--- src/rtl/popcount_frame_accumulator.sv ---
// Sums per-word popcounts over FRAME_LEN valid samples and tracks the frame maximum.
// Result is registered 1 cycle after the final sample; input is never stalled, and a frame that finds the output slot busy is dropped and flagged on sticky ovf_o.
module popcount_frame_accumulator #(
  parameter  int WIDTH     = 24,
  parameter  int FRAME_LEN = 16,
  localparam int CNT_W     = $clog2(WIDTH) + 1,
  localparam int SUM_W     = $clog2(WIDTH * FRAME_LEN + 1)
) (
  input  logic             clk_i,
  input  logic             arstn_i,
  input  logic             sclr_i,
  input  logic [CNT_W-1:0] cnt_i,
  input  logic             cnt_val_i,
  output logic [SUM_W-1:0] sum_o,
  output logic [CNT_W-1:0] max_o,
  output logic             sum_val_o,
  input  logic             sum_ready_i,
  output logic [15:0]      fill_o,
  output logic             ovf_o
);

  localparam logic [15:0] LAST_IDX = 16'(FRAME_LEN - 1);

  logic             r_rst_meta;
  logic             r_rst_n;
  logic [SUM_W-1:0] r_acc;
  logic [CNT_W-1:0] r_mx;
  logic [15:0]      r_idx;
  logic [SUM_W-1:0] r_sum;
  logic [CNT_W-1:0] r_max;
  logic             r_sum_val;
  logic             r_ovf;

  logic [SUM_W-1:0] w_total;
  logic [CNT_W-1:0] w_fmax;
  logic             w_last;
  logic             w_done;
  logic             w_slot_free;

  // Reset asserts immediately but releases only after two clean clock edges.
  always_ff @(posedge clk_i or negedge arstn_i) begin
    if (!arstn_i) begin
      r_rst_meta <= 1'b0;
      r_rst_n    <= 1'b0;
    end else begin
      r_rst_meta <= 1'b1;
      r_rst_n    <= r_rst_meta;
    end
  end

  // Out-of-range counts may wrap the sum; the index logic never depends on data, so nothing can hang.
  assign w_total     = r_acc + SUM_W'(cnt_i);
  assign w_fmax      = (cnt_i > r_mx) ? cnt_i : r_mx;
  assign w_last      = (r_idx == LAST_IDX);
  assign w_done      = cnt_val_i & w_last;
  assign w_slot_free = ~r_sum_val | sum_ready_i;

  always_ff @(posedge clk_i or negedge r_rst_n) begin
    if (!r_rst_n) begin
      r_acc     <= '0;
      r_mx      <= '0;
      r_idx     <= '0;
      r_sum     <= '0;
      r_max     <= '0;
      r_sum_val <= 1'b0;
      r_ovf     <= 1'b0;
    end else if (sclr_i) begin
      r_acc     <= '0;
      r_mx      <= '0;
      r_idx     <= '0;
      r_sum_val <= 1'b0;
      r_ovf     <= 1'b0;
    end else begin
      if (cnt_val_i) begin
        if (w_last) begin
          r_acc <= '0;
          r_mx  <= '0;
          r_idx <= '0;
        end else begin
          r_acc <= w_total;
          r_mx  <= w_fmax;
          r_idx <= r_idx + 16'd1;
        end
      end
      if (w_done && w_slot_free) begin
        r_sum     <= w_total;
        r_max     <= w_fmax;
        r_sum_val <= 1'b1;
      end else if (w_done) begin
        r_ovf <= 1'b1;
      end else if (r_sum_val && sum_ready_i) begin
        r_sum_val <= 1'b0;
      end
    end
  end

  assign sum_o     = r_sum;
  assign max_o     = r_max;
  assign sum_val_o = r_sum_val;
  assign fill_o    = r_idx;
  assign ovf_o     = r_ovf;

endmodule

--- config.mk ---
export PLATFORM = sky130hd
export DESIGN_NAME = popcount_frame_accumulator
export DESIGN_NICKNAME = d
export VERILOG_FILES = /design/src/rtl/popcount_frame_accumulator.sv
export SDC_FILE = /design/constraint.sdc
export NUM_CORES = 1
export LEC_CHECK = 0
export CORE_MARGIN = 2
export CORE_UTILIZATION = 30
export CTS_BUF_LIST = sky130_fd_sc_hd__clkbuf_16
export DETAILED_ROUTE_END_ITERATION = 8
export SLEW_MARGIN = 40
export SYNTH_ARGS = -nofsm -noshare
export SYNTH_HDL_FRONTEND = slang
export SYNTH_SLANG_ARGS = --single-unit
--- constraint.sdc ---
create_clock -name clk_i -period 1.9 [get_ports clk_i]
set_clock_uncertainty 0.1 [all_clocks]
set_input_delay 0.19 -clock clk_i [delete_from_list [all_inputs] [get_ports clk_i]]
set_output_delay 0.19 -clock clk_i [all_outputs]
set_load 0.005 [all_outputs]
==> flow_summary.toml, run 1 <==
[route]
vias = 2158
routed_wl_um = 6210
first_iter_violations = 46
wl_per_cell_um = 13.77
drc_errors = 0
ant_nets = 0
routed_via_density = 4.785
first_pass_iters = 4

[cts]
clock_latency_ns = 0.29
cts_tree = "done"
clockBufferDepth = 2
cts_buffers = 5
htreeDepth = 2
clk_pin_slew_worst_paths_ns = 0.07
clock-sinks = 50
root_buffer = "clkbuf_16"

[power_and_ir_drop]
peakVddDrop_uv = 364.6
power.internal_mw = 2.142
p_seq_frac = 0.401
swShare = 0.2357
finalPower_mw = 2.802
comb_power_share = 0.187
p_switching_mw = 0.6605
p_per_area_nw_per_um2 = 707.6
power.leakage_nw = 1.823
clockPowerShare = 0.412

[logic_synthesis]
ys_seq_area_frac = 0.4817
synthCells = 239
avgSynthCellArea_um2 = 10.87
syn_nets = 264
syn_area_um2 = 2597
ys_types = 44
synth_seq_cells = 50
yosys_warnings = 0

[run]
drv_cap = 0

[die]
ios = 44
rows = 33
dieArea_um2 = 9419
die_x_um = 97.05
die_h_um = 97.05
core_area_um2 = 8299
start_util = 0.3130

[timing]
tightest_slew_ns = 0.7309
max_freq_ghz = 0.4896
setup-violations-final = 17
hold_ws_ns = 0.1539
slew_headroom = 0.5109
min_period_ns = 2.042
report.final.slew_viol_count = 0
period_share = 1.075
hold_viol = 0
rsz0062_at_grt = "yes"
tns_ns = -0.8800
setup_ws_ns = -0.1425

[worst_setup_path]
cp.required_ns = 1.98
regToRegSetupSlack_ns = -0.14
crit_buf_inv = 0
path_delay_family = "compound AO/OA/AOI/OAI gates"
cpMaxStageDelayCell = "dfrtp_1"
crit_chain = "ha_2, fa_2, a211oi_2, o21bai_1, a21oi_2, xnor2_1, mux2_4"
critPathMaxStageDelay_ns = 0.38
worst_setup_path_end_kind = "flop"
arrival_ns = 2.12
crit_path_start_kind = "flop"
path_class = "flop to flop"
cp_max_fo = 5

[run_status]
violations = "setup timing"
status = "finished, violations left"

[cells_and_area]
layout.cells.non_filler = 451
postLayoutCellArea_um2 = 3960
synthToLayoutAreaGrowth_pct = 52.46
final_nets = 370
utilization = 0.4772
drive_above_1_share = 0.3092
antenna_cells_inserted = 0

[place]
place_ws_ns = -0.4700
port_buffers = 43
dpl-instance-area_um2 = 3596
place_inst = 437
gp_routability_congestion = 0.8611
dp_hpwl_um = 4616

[hold_path]
worstHoldPathType = "flop to async pin"

[grt]
antenna_found_initial = 0
grt_max_degree = 49
grt_pass1_vias = 2266
track_usage = 0.1400
grt_pass1_wl_um = 10940
grt_overflow = 0
## cell families after synthesis
family / after synthesis / share of synthesized area
AOI/OAI and AO/OA: 52 / 0.1426
buffers and inverters: 18 / 0.04383
and+or+nand+nor: 71 / 0.1373
other: 1 / 0.001444
xor gates and xnor gates: 21 / 0.07081
muxes: 12 / 0.05202
DFF: 50 / 0.4817
adders and majority gates: 14 / 0.07033
## Yosys cell counts (all sizes together)
master | n | area [µm²]
o21ai | 7 | 35.03
nand2 | 11 | 41.29
a22o | 12 | 105.1
nand4 | 3 | 18.77
conb | 1 | 3.750
dfrtp | 50 | 1251
xnor2 | 9 | 78.83
nor2b | 2 | 12.51
inv | 9 | 33.78
a211oi | 3 | 27.52
ha | 13 | 162.7
o21bai | 1 | 7.510
buf | 9 | 80.07
o32a | 1 | 10.01
nand3 | 7 | 35.03
mux2i | 6 | 60.06
mux2 | 6 | 75.07
o2111ai | 1 | 8.760
nor3 | 1 | 5.000
and2 | 1 | 8.760
fa | 1 | 20.02
nand2b | 4 | 32.53
nor2 | 30 | 112.6
nor4 | 4 | 31.28
a21oi | 15 | 78.83
xor2 | 12 | 105.1
o211ai | 4 | 30.03
o22ai | 2 | 18.77
or4 | 1 | 7.510
and4 | 2 | 20.02
or3 | 1 | 6.260
a31oi | 2 | 18.77
a21o | 4 | 30.03
and3 | 4 | 25.02
## layer usage
metal,wire [µm],part of all wire,global-route usage,vias to the layer above
met5,0,0,0,-
met4,72,0.012,0.03467,0
met3,248,0.040,0.02518,7
met2,2989,0.48,0.2425,55
met1,2899,0.47,0.1813,1035
li1,-,-,-,1061
## worst paths after layout
kind,from,end,depth (start not counted)
max,r_acc[0],sum_o[6],7
max reg2reg,r_acc[0],sum_o[6],7
min reg2reg,r_rst_n,sum_val_o,1
max in group asynchronous,arstn_i,r_rst_n,2
min,r_rst_n,sum_val_o,1
min in group clk_i,r_rst_meta,r_rst_n,0
## power groups by stage
stage          sequential [mW]  clock (mW)  combinational (mW)
3_3_place_gp              1.14           0               0.457
5_1_grt                   1.13        1.23               0.577
3_5_place_dp              1.14           0               0.462
4_1_cts                   1.12        1.19               0.510
6_report                  1.12        1.15               0.523
2_1_floorplan             1.15           0               0.248
## layout by cell type (no fill, tap or decap), types with 5 or more instances in the layout
cell type | synthesis | routed
dfrtp_1 | 50 | 49
nand2_1 | 11 | 11
xnor2_1 | 9 | 8
buf_4 | 0 | 57
nor2_1 | 30 | 30
mux2i_1 | 6 | 5
a22o_1 | 12 | 12
ha_1 | 13 | 7
clkdlybuf4s50_1 | 0 | 40
a21oi_1 | 14 | 12
clkbuf_16 | 0 | 5
xor2_1 | 12 | 12
inv_1 | 9 | 8
nand3_1 | 7 | 7
## flip-flops by register name, indices dropped and copies added (netlist names), 6 cells and up
register / flops
sum_o: 9
fill_o: 16
r_acc: 9
max_o: 6
r_mx: 6
## final cells by class
class,count,area (µm²)
Multi-Input combinational cell,171,1366
Inverter,9,33.78
Timing Repair Buffer,108,982.2
Clock inverter,3,68.82
Fill cell,778,4339
Sequential cell,50,1252
Tap cell,105,131.4
Clock buffer,5,125.1
## timing repair
action / 4_1_cts / 5_1_grt
gates resized for setup: 13 / 11
pin swaps: 5 / 13
setup buffers: 2 / 3
hold buffers: 1 / 0
hold endpoints to repair: 2 / 0
setup endpoints to repair: 25 / 25
Power figures use the tool's default switching activity.
==> inputs of run 2 (changes only) <==
--- a/config.mk
+++ b/config.mk
@@ -9,6 +9,8 @@
 export CORE_UTILIZATION = 30
 export CTS_BUF_LIST = sky130_fd_sc_hd__clkbuf_16
 export DETAILED_ROUTE_END_ITERATION = 8
+export PLACE_DENSITY = 0.59
+export RECOVER_POWER = 100
 export SLEW_MARGIN = 40
 export SYNTH_ARGS = -nofsm -noshare
 export SYNTH_HDL_FRONTEND = slang
==> flow_summary.toml, run 2 (same netlist as run 1, synthesis figures left out) <==
[run_status]
status = "finished, violations left"
violations = "setup timing"

[worst_setup_path]
worst_setup_path_end_kind = "flop"
cp.required_ns = 1.97
rr_worst_depth = 8
crit_path_start_kind = "flop"
regToRegSetupSlack_ns = -0.13
arrival_ns = 2.10
crit_chain = "ha_2, fa_2, buf_4, buf_6, a21o_1, a21oi_2, xnor2_2, mux2_2"
r2r_start = "r_acc[0]"
cp_max_fo = 2
cpMaxStageDelayCell = "dfrtp_1"
critPathMaxStageDelay_ns = 0.38
path_class = "flop to flop"
r2r-end = "sum_o[4]"

[die]
ios = 44
start_util = 0.3130
dieArea_um2 = 9419
core_area_um2 = 8299
rows = 33
die_x_um = 97.05
die_h_um = 97.05

[timing]
report.final.slew_viol_count = 0
slew_headroom = 0.4903
min_period_ns = 2.031
max_freq_ghz = 0.4923
hold_ws_ns = 0.1054
hold_viol = 0
tightest_slew_ns = 0.7645
rsz0062_at_grt = "yes"
period_share = 1.069
setup-violations-final = 18
setup_ws_ns = -0.1313

[route]
routed_wl_um = 6246
first_iter_violations = 67
wl_per_cell_um = 13.76
routed_via_density = 4.747
ant_nets = 0
drc_errors = 0
vias = 2155
first_pass_iters = 4

[cells_and_area]
mostFrequentLayoutCell = "buf_4"
utilization = 0.4723
drive_above_1_share = 0.3066
final_nets = 373
postLayoutCellArea_um2 = 3920
largest_reg_flops = 16
antenna_cells_inserted = 0
most-common-layout-cells = "buf_4 (57), dfrtp_1 (49), dlygate4sd3_1 (32), nor2_1 (30)"
final.fill_count = 755
synthToLayoutAreaGrowth_pct = 50.92

[cts]
cts_tree = "done"
root_buffer = "clkbuf_16"
clockBufferDepth = 2
cts_buffers = 5
clock_latency_ns = 0.29
clock-sinks = 50
clk_pin_slew_worst_paths_ns = 0.07
htreeDepth = 2

[grt]
grt_pass1_vias = 2250
grt_pass1_wl_um = 10860
track_usage = 0.1401
antenna_found_initial = 0
grt_max_degree = 31
grt_overflow = 0

[power_and_ir_drop]
p_per_area_nw_per_um2 = 709.0
finalPower_mw = 2.779
power.leakage_nw = 1.910
peakVddDrop_uv = 331.6

[place]
port_buffers = 43
dpl-instance-area_um2 = 3578
gp_routability_congestion = 0.8463
dp_hpwl_um = 4697

[hold_path]
worstHoldPathType = "flop to async pin"

[run]
drv_cap = 0
-- run 2: power breakdown --
part / switching, mW / internal [mW] / total [mW]
Sequential: 0.0318 / 1.10 / 1.13
Clock: 0.379 / 0.750 / 1.13
Combinational: 0.235 / 0.286 / 0.521
Total: 0.645 / 2.13 / 2.78
-- run 2: worst max-delay path by stage --
stage	start	endpoint	slack (ns)	cells after the start
finish	r_acc[0]	sum_o[4]	-0.13	8
global route	r_acc[0]	sum_o[6]	-0.22	7
CTS	r_acc[0]	sum_o[6]	-0.12	7
detailed placement	cnt_i[0]	sum_o[6]	-0.46	8
global placement	cnt_i[0]	sum_o[6]	-0.44	8
floorplan	r_acc[0]	sum_o[6]	-0.07	7
-- run 2: repair_timing --
action                                  CTS  global route
endpoints found under the hold margin     2             0
endpoints found under the setup margin   26            26
resized for setup                        11            18
pin swaps                                12            22
setup buffers                             2             5
hold buffers                              1             0
-- run 2: metal layers --
metal  part of all wire  wire, µm  vias up  global-route usage
met5                  0         0        -                   0
met4             0.0061        38        0             0.03142
met3              0.040       251        5             0.03237
met2               0.50      3109       45              0.2361
met1               0.46      2846     1037              0.1839
li1                   -         -     1068                   -
-- run 2: area by class of cell --
class                   instances  area, µm²  share of cell area
multi-input cells             171       1369              0.3492
clock inverters                 3      63.81             0.01628
inverters                       9      33.78            0.008618
repair buffers                111      944.7              0.2410
flip-flops and latches         50       1252              0.3195
well taps                     105      131.4             0.03351
clock buffers                   5      125.1             0.03192
-- run 2: critical path: cells and delay by family, from the launching register on --
| family | cells | cell delay (ns) |
|---|---|---|
| DFF | 1 | 0.38 |
| adders and majority gates | 2 | 0.53 |
| AOI/OAI and AO/OA | 2 | 0.31 |
| xor gates and xnor gates | 1 | 0.08 |
| buffers and inverters | 2 | 0.26 |
| muxes | 1 | 0.26 |
-- run 2: per-stage QoR --
stage | worst slack [ns] | setup TNS, ns | std cells
global route | -0.2195 | -3.755 | 454
detailed placement | -0.4642 | -8.822 | 438
global placement | -0.4375 | -8.431 | 438
finish | -0.1313 | -1.070 | 454
CTS | -0.1195 | -0.8679 | 449
floorplan | -0.07375 | -0.3218 | 239
